==> src/rtl/systolic_feeder_if.sv <==
// Handshake and edge bus between a job source and the systolic operand feeder.
// Optional member stall_cnt exists only when FEEDER_STALL_CNT_EN is defined.
interface systolic_feeder_if #(
  parameter int N  = 4,
  parameter int DW = 8,
  parameter int KW = 5
);
  logic            start;
  logic [KW-1:0]   k_len;
  logic            in_valid;
  logic            in_ready;
  logic [N*DW-1:0] a_col;
  logic [N*DW-1:0] b_row;
  logic [N*DW-1:0] a_edge;
  logic [N*DW-1:0] b_edge;
  logic [N-1:0]    start_edge;
  logic            busy;
  logic            done;
`ifdef FEEDER_STALL_CNT_EN
  logic [15:0]     stall_cnt;
`endif

  modport master (
    output start, k_len, in_valid, a_col, b_row,
    input  in_ready, a_edge, b_edge, start_edge, busy, done
`ifdef FEEDER_STALL_CNT_EN
    , input stall_cnt
`endif
  );

  modport slave (
    input  start, k_len, in_valid, a_col, b_row,
    output in_ready, a_edge, b_edge, start_edge, busy, done
`ifdef FEEDER_STALL_CNT_EN
    , output stall_cnt
`endif
  );
endinterface

==> src/rtl/systolic_feeder.sv <==
// Operand skew feeder for the west (A) and north (B) edges of an N x N array.
// Lane i is delayed by i extra cycles so operands meet diagonally; a 1-bit tag
// in the same chains marks beat 0 to clear accumulators.
// Optional macro FEEDER_STALL_CNT_EN adds a saturating stall-cycle counter.
module systolic_feeder #(
  parameter int N     = 4,
  parameter int DW    = 8,
  parameter int K_MAX = 16,
  parameter int KW    = $clog2(K_MAX + 1)
) (
  input logic              clk,
  input logic              rst,
  systolic_feeder_if.slave bus
);
  localparam int FW = $clog2(N + 1);

  typedef enum logic [1:0] {IDLE, STREAM, FLUSH, DONE} state_t;

  state_t          state_q, state_d;
  logic [KW-1:0]   klen_q, klen_d;
  logic [KW-1:0]   beat_q, beat_d;
  logic [FW-1:0]   flush_q, flush_d;
  logic [KW-1:0]   k_clamped;
  logic            accept;
  logic            head_tag;
  logic [N*DW-1:0] a_head;
  logic [N*DW-1:0] b_head;

  assign k_clamped = (bus.k_len > KW'(K_MAX)) ? KW'(K_MAX) : bus.k_len;
  assign accept    = (state_q == STREAM) && bus.in_valid;
  // Non-accepted slots inject zeros: a bubble is arithmetically neutral.
  assign a_head    = accept ? bus.a_col : '0;
  assign b_head    = accept ? bus.b_row : '0;
  assign head_tag  = accept && (beat_q == '0);

  // State and counter registers.
  always_ff @(posedge clk or posedge rst) begin
    if (rst) begin
      state_q <= IDLE;
      klen_q  <= '0;
      beat_q  <= '0;
      flush_q <= '0;
    end else begin
      state_q <= state_d;
      klen_q  <= klen_d;
      beat_q  <= beat_d;
      flush_q <= flush_d;
    end
  end

  // Next-state logic and state-decoded outputs.
  always_comb begin
    state_d      = state_q;
    klen_d       = klen_q;
    beat_d       = beat_q;
    flush_d      = flush_q;
    bus.busy     = 1'b0;
    bus.in_ready = 1'b0;
    bus.done     = 1'b0;
    case (state_q)
      IDLE: begin
        if (bus.start) begin
          if (bus.k_len == '0) begin
            state_d = DONE;
          end else begin
            state_d = STREAM;
            klen_d  = k_clamped;
            beat_d  = '0;
          end
        end
      end
      STREAM: begin
        bus.busy     = 1'b1;
        bus.in_ready = 1'b1;
        if (bus.in_valid) begin
          // Compare before incrementing so the counter never wraps at K_MAX.
          if (beat_q == klen_q - KW'(1)) begin
            state_d = FLUSH;
            flush_d = FW'(N);
          end else begin
            beat_d = beat_q + KW'(1);
          end
        end
      end
      FLUSH: begin
        bus.busy = 1'b1;
        if (flush_q == '0) begin
          state_d = DONE;
        end else begin
          flush_d = flush_q - FW'(1);
        end
      end
      DONE: begin
        bus.done = 1'b1;
        state_d  = IDLE;
      end
      default: state_d = IDLE;
    endcase
  end

  genvar gi;
  generate
    for (gi = 0; gi < N; gi++) begin : g_lane
      logic [DW-1:0] a_q [0:gi];
      logic [DW-1:0] b_q [0:gi];
      logic          t_q [0:gi];

      // Lane gi skew chain, gi+1 stages deep; the tail drives the array edge.
      always_ff @(posedge clk or posedge rst) begin
        if (rst) begin
          for (int s = 0; s <= gi; s++) begin
            a_q[s] <= '0;
            b_q[s] <= '0;
            t_q[s] <= 1'b0;
          end
        end else begin
          a_q[0] <= a_head[gi*DW +: DW];
          b_q[0] <= b_head[gi*DW +: DW];
          t_q[0] <= head_tag;
          for (int s = 1; s <= gi; s++) begin
            a_q[s] <= a_q[s-1];
            b_q[s] <= b_q[s-1];
            t_q[s] <= t_q[s-1];
          end
        end
      end

      assign bus.a_edge[gi*DW +: DW] = a_q[gi];
      assign bus.b_edge[gi*DW +: DW] = b_q[gi];
      assign bus.start_edge[gi]      = t_q[gi];
    end
  endgenerate

`ifdef FEEDER_STALL_CNT_EN
  logic [15:0] stall_q;

  // Counts STREAM cycles without a beat; cleared at job start, saturating.
  always_ff @(posedge clk or posedge rst) begin
    if (rst) begin
      stall_q <= '0;
    end else if (state_q == IDLE && state_d == STREAM) begin
      stall_q <= '0;
    end else if (state_q == STREAM && !bus.in_valid && stall_q != 16'hFFFF) begin
      stall_q <= stall_q + 16'd1;
    end
  end

  assign bus.stall_cnt = stall_q;
`endif
endmodule
==> src/flat_wrapper.sv <==
// flat-port wrapper written by rule: the top's interface ports become plain ports
module systolic_feeder_flat 
#(
  parameter int N     = 4,
  parameter int DW    = 8,
  parameter int K_MAX = 16,
  parameter int KW    = $clog2(K_MAX + 1)
)
  (clk, rst, bus_start, bus_k_len, bus_in_valid, bus_a_col, bus_b_row, bus_in_ready, bus_a_edge, bus_b_edge, bus_start_edge, bus_busy, bus_done);
  systolic_feeder_if #(.N(N), .DW(DW), .KW(KW)) bus_i ();
  input logic clk;
  input logic rst;
  input wire logic [$bits(bus_i.start)-1:0] bus_start;
  input wire logic [$bits(bus_i.k_len)-1:0] bus_k_len;
  input wire logic [$bits(bus_i.in_valid)-1:0] bus_in_valid;
  input wire logic [$bits(bus_i.a_col)-1:0] bus_a_col;
  input wire logic [$bits(bus_i.b_row)-1:0] bus_b_row;
  output wire logic [$bits(bus_i.in_ready)-1:0] bus_in_ready;
  output wire logic [$bits(bus_i.a_edge)-1:0] bus_a_edge;
  output wire logic [$bits(bus_i.b_edge)-1:0] bus_b_edge;
  output wire logic [$bits(bus_i.start_edge)-1:0] bus_start_edge;
  output wire logic [$bits(bus_i.busy)-1:0] bus_busy;
  output wire logic [$bits(bus_i.done)-1:0] bus_done;
  assign bus_i.start = bus_start;
  assign bus_i.k_len = bus_k_len;
  assign bus_i.in_valid = bus_in_valid;
  assign bus_i.a_col = bus_a_col;
  assign bus_i.b_row = bus_b_row;
  assign bus_in_ready = bus_i.in_ready;
  assign bus_a_edge = bus_i.a_edge;
  assign bus_b_edge = bus_i.b_edge;
  assign bus_start_edge = bus_i.start_edge;
  assign bus_busy = bus_i.busy;
  assign bus_done = bus_i.done;
  systolic_feeder #(.N(N), .DW(DW), .K_MAX(K_MAX), .KW(KW)) u_core (.clk(clk), .rst(rst), .bus(bus_i));
endmodule
==> config.mk <==
export PLATFORM = sky130hd
export DESIGN_NAME = systolic_feeder_flat
export DESIGN_NICKNAME = d
export VERILOG_FILES = /design/src/rtl/systolic_feeder_if.sv /design/src/rtl/systolic_feeder.sv /design/src/flat_wrapper.sv
export SDC_FILE = /design/constraint.sdc
export NUM_CORES = 1
export LEC_CHECK = 0
export CORE_MARGIN = 2
export CORE_UTILIZATION = 49
export DETAILED_ROUTE_END_ITERATION = 10
export PLACE_DENSITY_LB_ADDON = 0.08
export SLEW_MARGIN = 20
export SYNTH_ARGS = -nofsm -noshare
export SYNTH_HDL_FRONTEND = slang
export SYNTH_SLANG_ARGS = --single-unit
==> constraint.sdc <==
create_clock -name clk -period 7.8 [get_ports clk]
set_clock_uncertainty 0.15 [all_clocks]
set_input_delay 1.17 -clock clk [delete_from_list [all_inputs] [get_ports clk]]
set_output_delay 1.17 -clock clk [all_outputs]
set_load 0.05 [all_outputs]
## Yosys cells after proc, flatten, opt, wreduce, memory -nomap -nowiden

Cells that the tools add are included.

| word-level totals | value |
|---|---|
| bits in registers | 179 |
| latch bits | 0 |
| RAM bits | 0 |
| memory bits (read-only) | 0 |
| output and inout bits | 71 |
| logic and storage cells | 78 |
| memories kept | 0 |

| cells by class | value |
|---|---|
| add/sub/neg operators | 3 |
| multipliers | 0 |
| divide/modulo/power cells | 0 |
| magnitude comparators | 1 |
| equal/unequal tests | 11 |
| shift operators | 0 |
| muxes and demuxes | 21 |
| bitwise operators | 1 |
| reduce and logical (&&, ||, !) cells | 13 |

Operators with widths:

| kind | number |
|---|---|
| 2-to-1 mux 32 bit | 2 |
| 2-to-1 mux 5 bit | 5 |
| inequality test 2 bit (second input constant) | 6 |
| logical NOT 5 bit | 2 |
| 2-to-1 mux 2 bit | 5 |
| case mux 5 bit (2 select lines) | 1 |
| 2-to-1 mux 3 bit | 3 |
| case mux 2 bit (4 select lines) | 1 |
| AND reduction 4 bit | 2 |
| case mux 3 bit (2 select lines) | 1 |
| adder 5 x 1 -> 5 bit (second input constant) | 1 |
| == test 5 bit | 1 |
| greater-than comparator 5 bit (second input constant) | 1 |
| AND reduction 5 bit | 1 |
| subtractor 5 x 1 -> 5 bit (second input constant) | 1 |
| == test 2 bit (second input constant) | 2 |
| nonzero test 2 bit | 2 |
| logical NOT 3 bit | 1 |
| 2-to-1 mux 1 bit | 3 |
| AND reduction 3 bit | 1 |
| subtractor 3 x 1 -> 3 bit (second input constant) | 1 |
| == test 2 x 1 -> 1 bit (second input constant) | 1 |
| logical AND 1 bit | 2 |
| logical NOT 2 bit | 1 |
| 3 further kinds | 3 |

## Depth between registers and ports, before layout

| depth | value |
|---|---|
| depth after elaboration | 5 |
| depth in mapped cells | 8 |

## Worst setup path after synthesis

Ideal clock, no wire load.

| timing | value |
|---|---|
| kind | input to register |
| start point | input port bus_k_len[0] |
| end point | register u_core.beat_q[0] |
| library setup time | 0.125 ns |
| arrival | 2.346 ns |
| data required time | 7.525 ns |
| path slack | 5.179 ns |
| cell stages on the path | 5 |
| cell sequence | or4_4 -> nor2_2 -> o32a_2 -> nor3_1 -> mux2_2 |

| between the ends | value |
|---|---|
| word-level cells in the longest chain between the ends | 3 |

RTL lines:

| what | RTL line | source |
|---|---|---|
| start: declaration | flat_wrapper.sv:14 | `input wire logic [$bits(bus_i.k_len)-1:0] bus_k_len;` |
| logical NOT 5 bit | systolic_feeder.sv:63 | `if (bus.k_len == '0) begin` |
| inequality test 2 bit (no source line) | -- |  |
| AND reduction 5 bit (no source line) | -- |  |
| end signal: assignment | systolic_feeder.sv:46 | `beat_q <= beat_d;` |
| end: declaration | systolic_feeder.sv:21 | `logic [KW-1:0] beat_q, beat_d;` |

Every way passes these cells.
A chain may end at the register's enable or synchronous reset.

## Worst setup path in the final report

| timing | value |
|---|---|
| start point | register u_core.state_q[1] |
| end point | output port bus_in_ready |

| between the ends | value |
|---|---|
| word-level cells in the longest chain between the ends | 2 |

RTL lines:

| what | RTL line | source |
|---|---|---|
| start: declaration | systolic_feeder.sv:19 | `state_t state_q, state_d;` |
| start signal: assignment | systolic_feeder.sv:44 | `state_q <= state_d;` |
| == test 2 x 1 -> 1 bit | systolic_feeder.sv:60 | `case (state_q)` |
| 2-to-1 mux 1 bit | systolic_feeder.sv:60 |  |
| end: declaration | flat_wrapper.sv:18 | `output wire logic [$bits(bus_i.in_ready)-1:0] bus_in_ready;` |

Every way passes these cells.

==> metrics <==
final antenna-violating net count 0; Clock Tree Root clkbuf_16; synth unique cells 46; Nets 594; Slew Viols, Final 0; CP arrival 2460 ps; Vias/cell 4.90; H-tree Lvls 4; worst-margin pin slew 1030 ps; Max Cap Viol 0; Ports 144; TNS Setup 0 ps; Hold Buf Count CTS 0; fmax 264 MHz; Async S/R FF share, synth 1.00; TritonCTS clock tree yes; filler instances 874; Post-synth EDFFs 0; diode count 0; routed wire length 10000 µm; worst-path maximum fanout 73; first-pass GRT wire length 16400 µm; die area 0.0132 mm²; Net Count, Synth 495; Peak VDD IR 0.000288 V; GRT Resource Usage Total 0.164; Setup crit start kind register; Core Area 0.0120 mm²; Yosys warnings 0; crit end category output port; initial antenna violation count 0; Final Critical Period 3780 ps; Rel. slew slack 0.316; Design Power 0.00279 W; TritonRoute pass-1 iters 4; outcome finished, final reports clean; DR vias 3293; Pwr Density 356 mW/mm²; worst endpoint required time 6480 ps; Post-synth top flop dfrtp_1; die width 115 µm; total CTS buffers 17; largest net degree at the start of global routing 99; clock buffer depth 2; # setup viols final 0; DRT iter0 DRCs 189; Worst Path Class, Setup register to output port; HP Class register to register; fin crit share 0.485; GPL Wtd Cong 0.777; wire length per cell 14.9 µm; Port Buf Inserts 143; initial core utilization 0.503; fin util 0.654; # Post-CTS Setup Buffers 0; remaining global-route overflow 0; #FFs+latches synth 179; drc violations 0; post-CTS resize count 0; Worst-path clk slew 70 ps; Placement Rows 40; sequential area share after synthesis 0.741; Post-DP HPWL 6550 µm; Post-Syn Instances 413; unrepaired setup endpoints after global routing no; Syn Std Cell Area 0.00604 mm²; Avg Inst Size Synth 14.6 µm²; share of layout cells above drive strength 1 0.0857; Clk Latency, worst-skew pair 420 ps; DIE HEIGHT 115 µm; Static Leak 3.96 nW; vias in the first global route 3345; CTS sink cnt 179; final hold vios 0; P&R area growth vs syn 30.0%
## cells in the mapped netlist (2+ instances only)
cell	number	area share
dfrtp_1	179	0.74
and3_1	64	0.066
buf_4	50	0.062
clkbuf_1	15	0.0093
inv_1	14	0.0087
nand2_1	10	0.0062
ha_1	9	0.019
nand2b_1	7	0.0072
o21ai_0	6	0.0050
nand3_1	4	0.0033
nor3_1	4	0.0033
xor2_1	4	0.0058
a21oi_1	3	0.0025
o211ai_1	3	0.0037
a211o_1	2	0.0029
a211oi_1	2	0.0025
mux2i_1	2	0.0033
nand3b_1	2	0.0025
nand4_1	2	0.0021
nor2_1	2	0.0012
nor4_1	2	0.0021
o211a_1	2	0.0033
xnor2_1	2	0.0029
## report_power, final
part	switching (W)	internal, W
sequential	0.0000778	0.00109
clock	0.000366	0.000454
combinational	0.000509	0.000293
total	0.000953	0.00184
## flip-flops by register name (all words and copies together), names as in the netlist
name and flops:
u_core.g_lane.b_q 56, u_core.flush_q 3, u_core.g_lane.t_q 1, u_core.bus.start_edge 3
u_core.bus.a_edge 24, u_core.bus.b_edge 24, u_core.g_lane.a_q 56, u_core.klen_q 5
u_core.beat_q 5, u_core.state_q 2
## cells by family after synthesis
logic type | after synthesis | share of synthesized area
mux | 3 | 0.00518
fa+ha+maj | 9 | 0.0186
flops | 179 | 0.741
buf+inv | 80 | 0.0808
xor+xnor | 6 | 0.00870
simple gates | 102 | 0.102
compound gates | 34 | 0.0435
## path summary, 6_finish.rpt
| path | start | end | slack [ps] | cells after the start |
|---|---|---|---|---|
| setup / recovery | u_core.state_q[1]$_DFFE_PP0P_ | bus_in_ready | 4020 | 3 |
| hold / removal | u_core.g_lane[2].a_q[15]$_DFF_PP0_ | u_core.bus.a_edge[23]$_DFF_PP0_ | 190 | 0 |
| setup reg to reg | u_core.state_q[1]$_DFFE_PP0P_ | u_core.beat_q[3]$_DFFE_PP0P_ | 5150 | 6 |
| hold reg to reg | u_core.g_lane[2].a_q[15]$_DFF_PP0_ | u_core.bus.a_edge[23]$_DFF_PP0_ | 190 | 0 |
| max in group asynchronous | rst | u_core.g_lane[2].b_q[18]$_DFF_PP0_ | 5110 | 4 |
| min in group asynchronous | rst | u_core.bus.a_edge[30]$_DFF_PP0_ | 1150 | 2 |
## worst max-delay path, stage by stage (launching register included)
cell and delay (ps):
dfrtp_1 400, inv_1 130, ha_4 590, clkdlybuf4s50_1 930
## layer usage
metal	global-route usage	routed length (µm)	up-vias
met2	0.271	5190	77
met4	0.0675	201	0
li1	-	-	1546
met3	0.0432	407	14
met1	0.207	4240	1656
met5	0	0	-
## layout make-up
class                   instances  area (µm²)  share of cell area
flip-flops and latches        179        4480               0.570
repair buffers                145        1450               0.185
multi-input cells             154        1090               0.138
clock buffers                  17         425              0.0541
well taps                     147         184              0.0234
clock inverters                15         165              0.0210
inverters                      15        61.3             0.00780
## through the flow
step	setup slack, ps	hold WS [ps]	std cells	instance area, µm²
4_1_cts	3600	193	671	7830
3_3_place_gp	4120	181	639	7240
3_5_place_dp	4070	185	639	7240
2_1_floorplan	1620	181	413	6040
6_report	4020	193	672	7860
5_1_grt	3890	195	672	7860
## cell usage in the layout, fill, tap and decap left out, drive strengths merged, types with 3 or more instances in the layout
cell           synthesis  routed
a21oi                  3       3
nand2b                 7       7
o21ai                  7       7
buf                   50       3
ha                     9       9
clkinvlp               0       3
xor2                   4       4
o211ai                 4       4
nand3                  4       4
clkinv                 0       4
nor2                   3       3
o211a                  3       3
and3                  64      64
nand2                 10      10
clkdlybuf4s50          0     142
dfrtp                179     179
clkbuf                15      17
inv                   15      22
nor3                   4       4
Power figures use the tool's default switching activity.
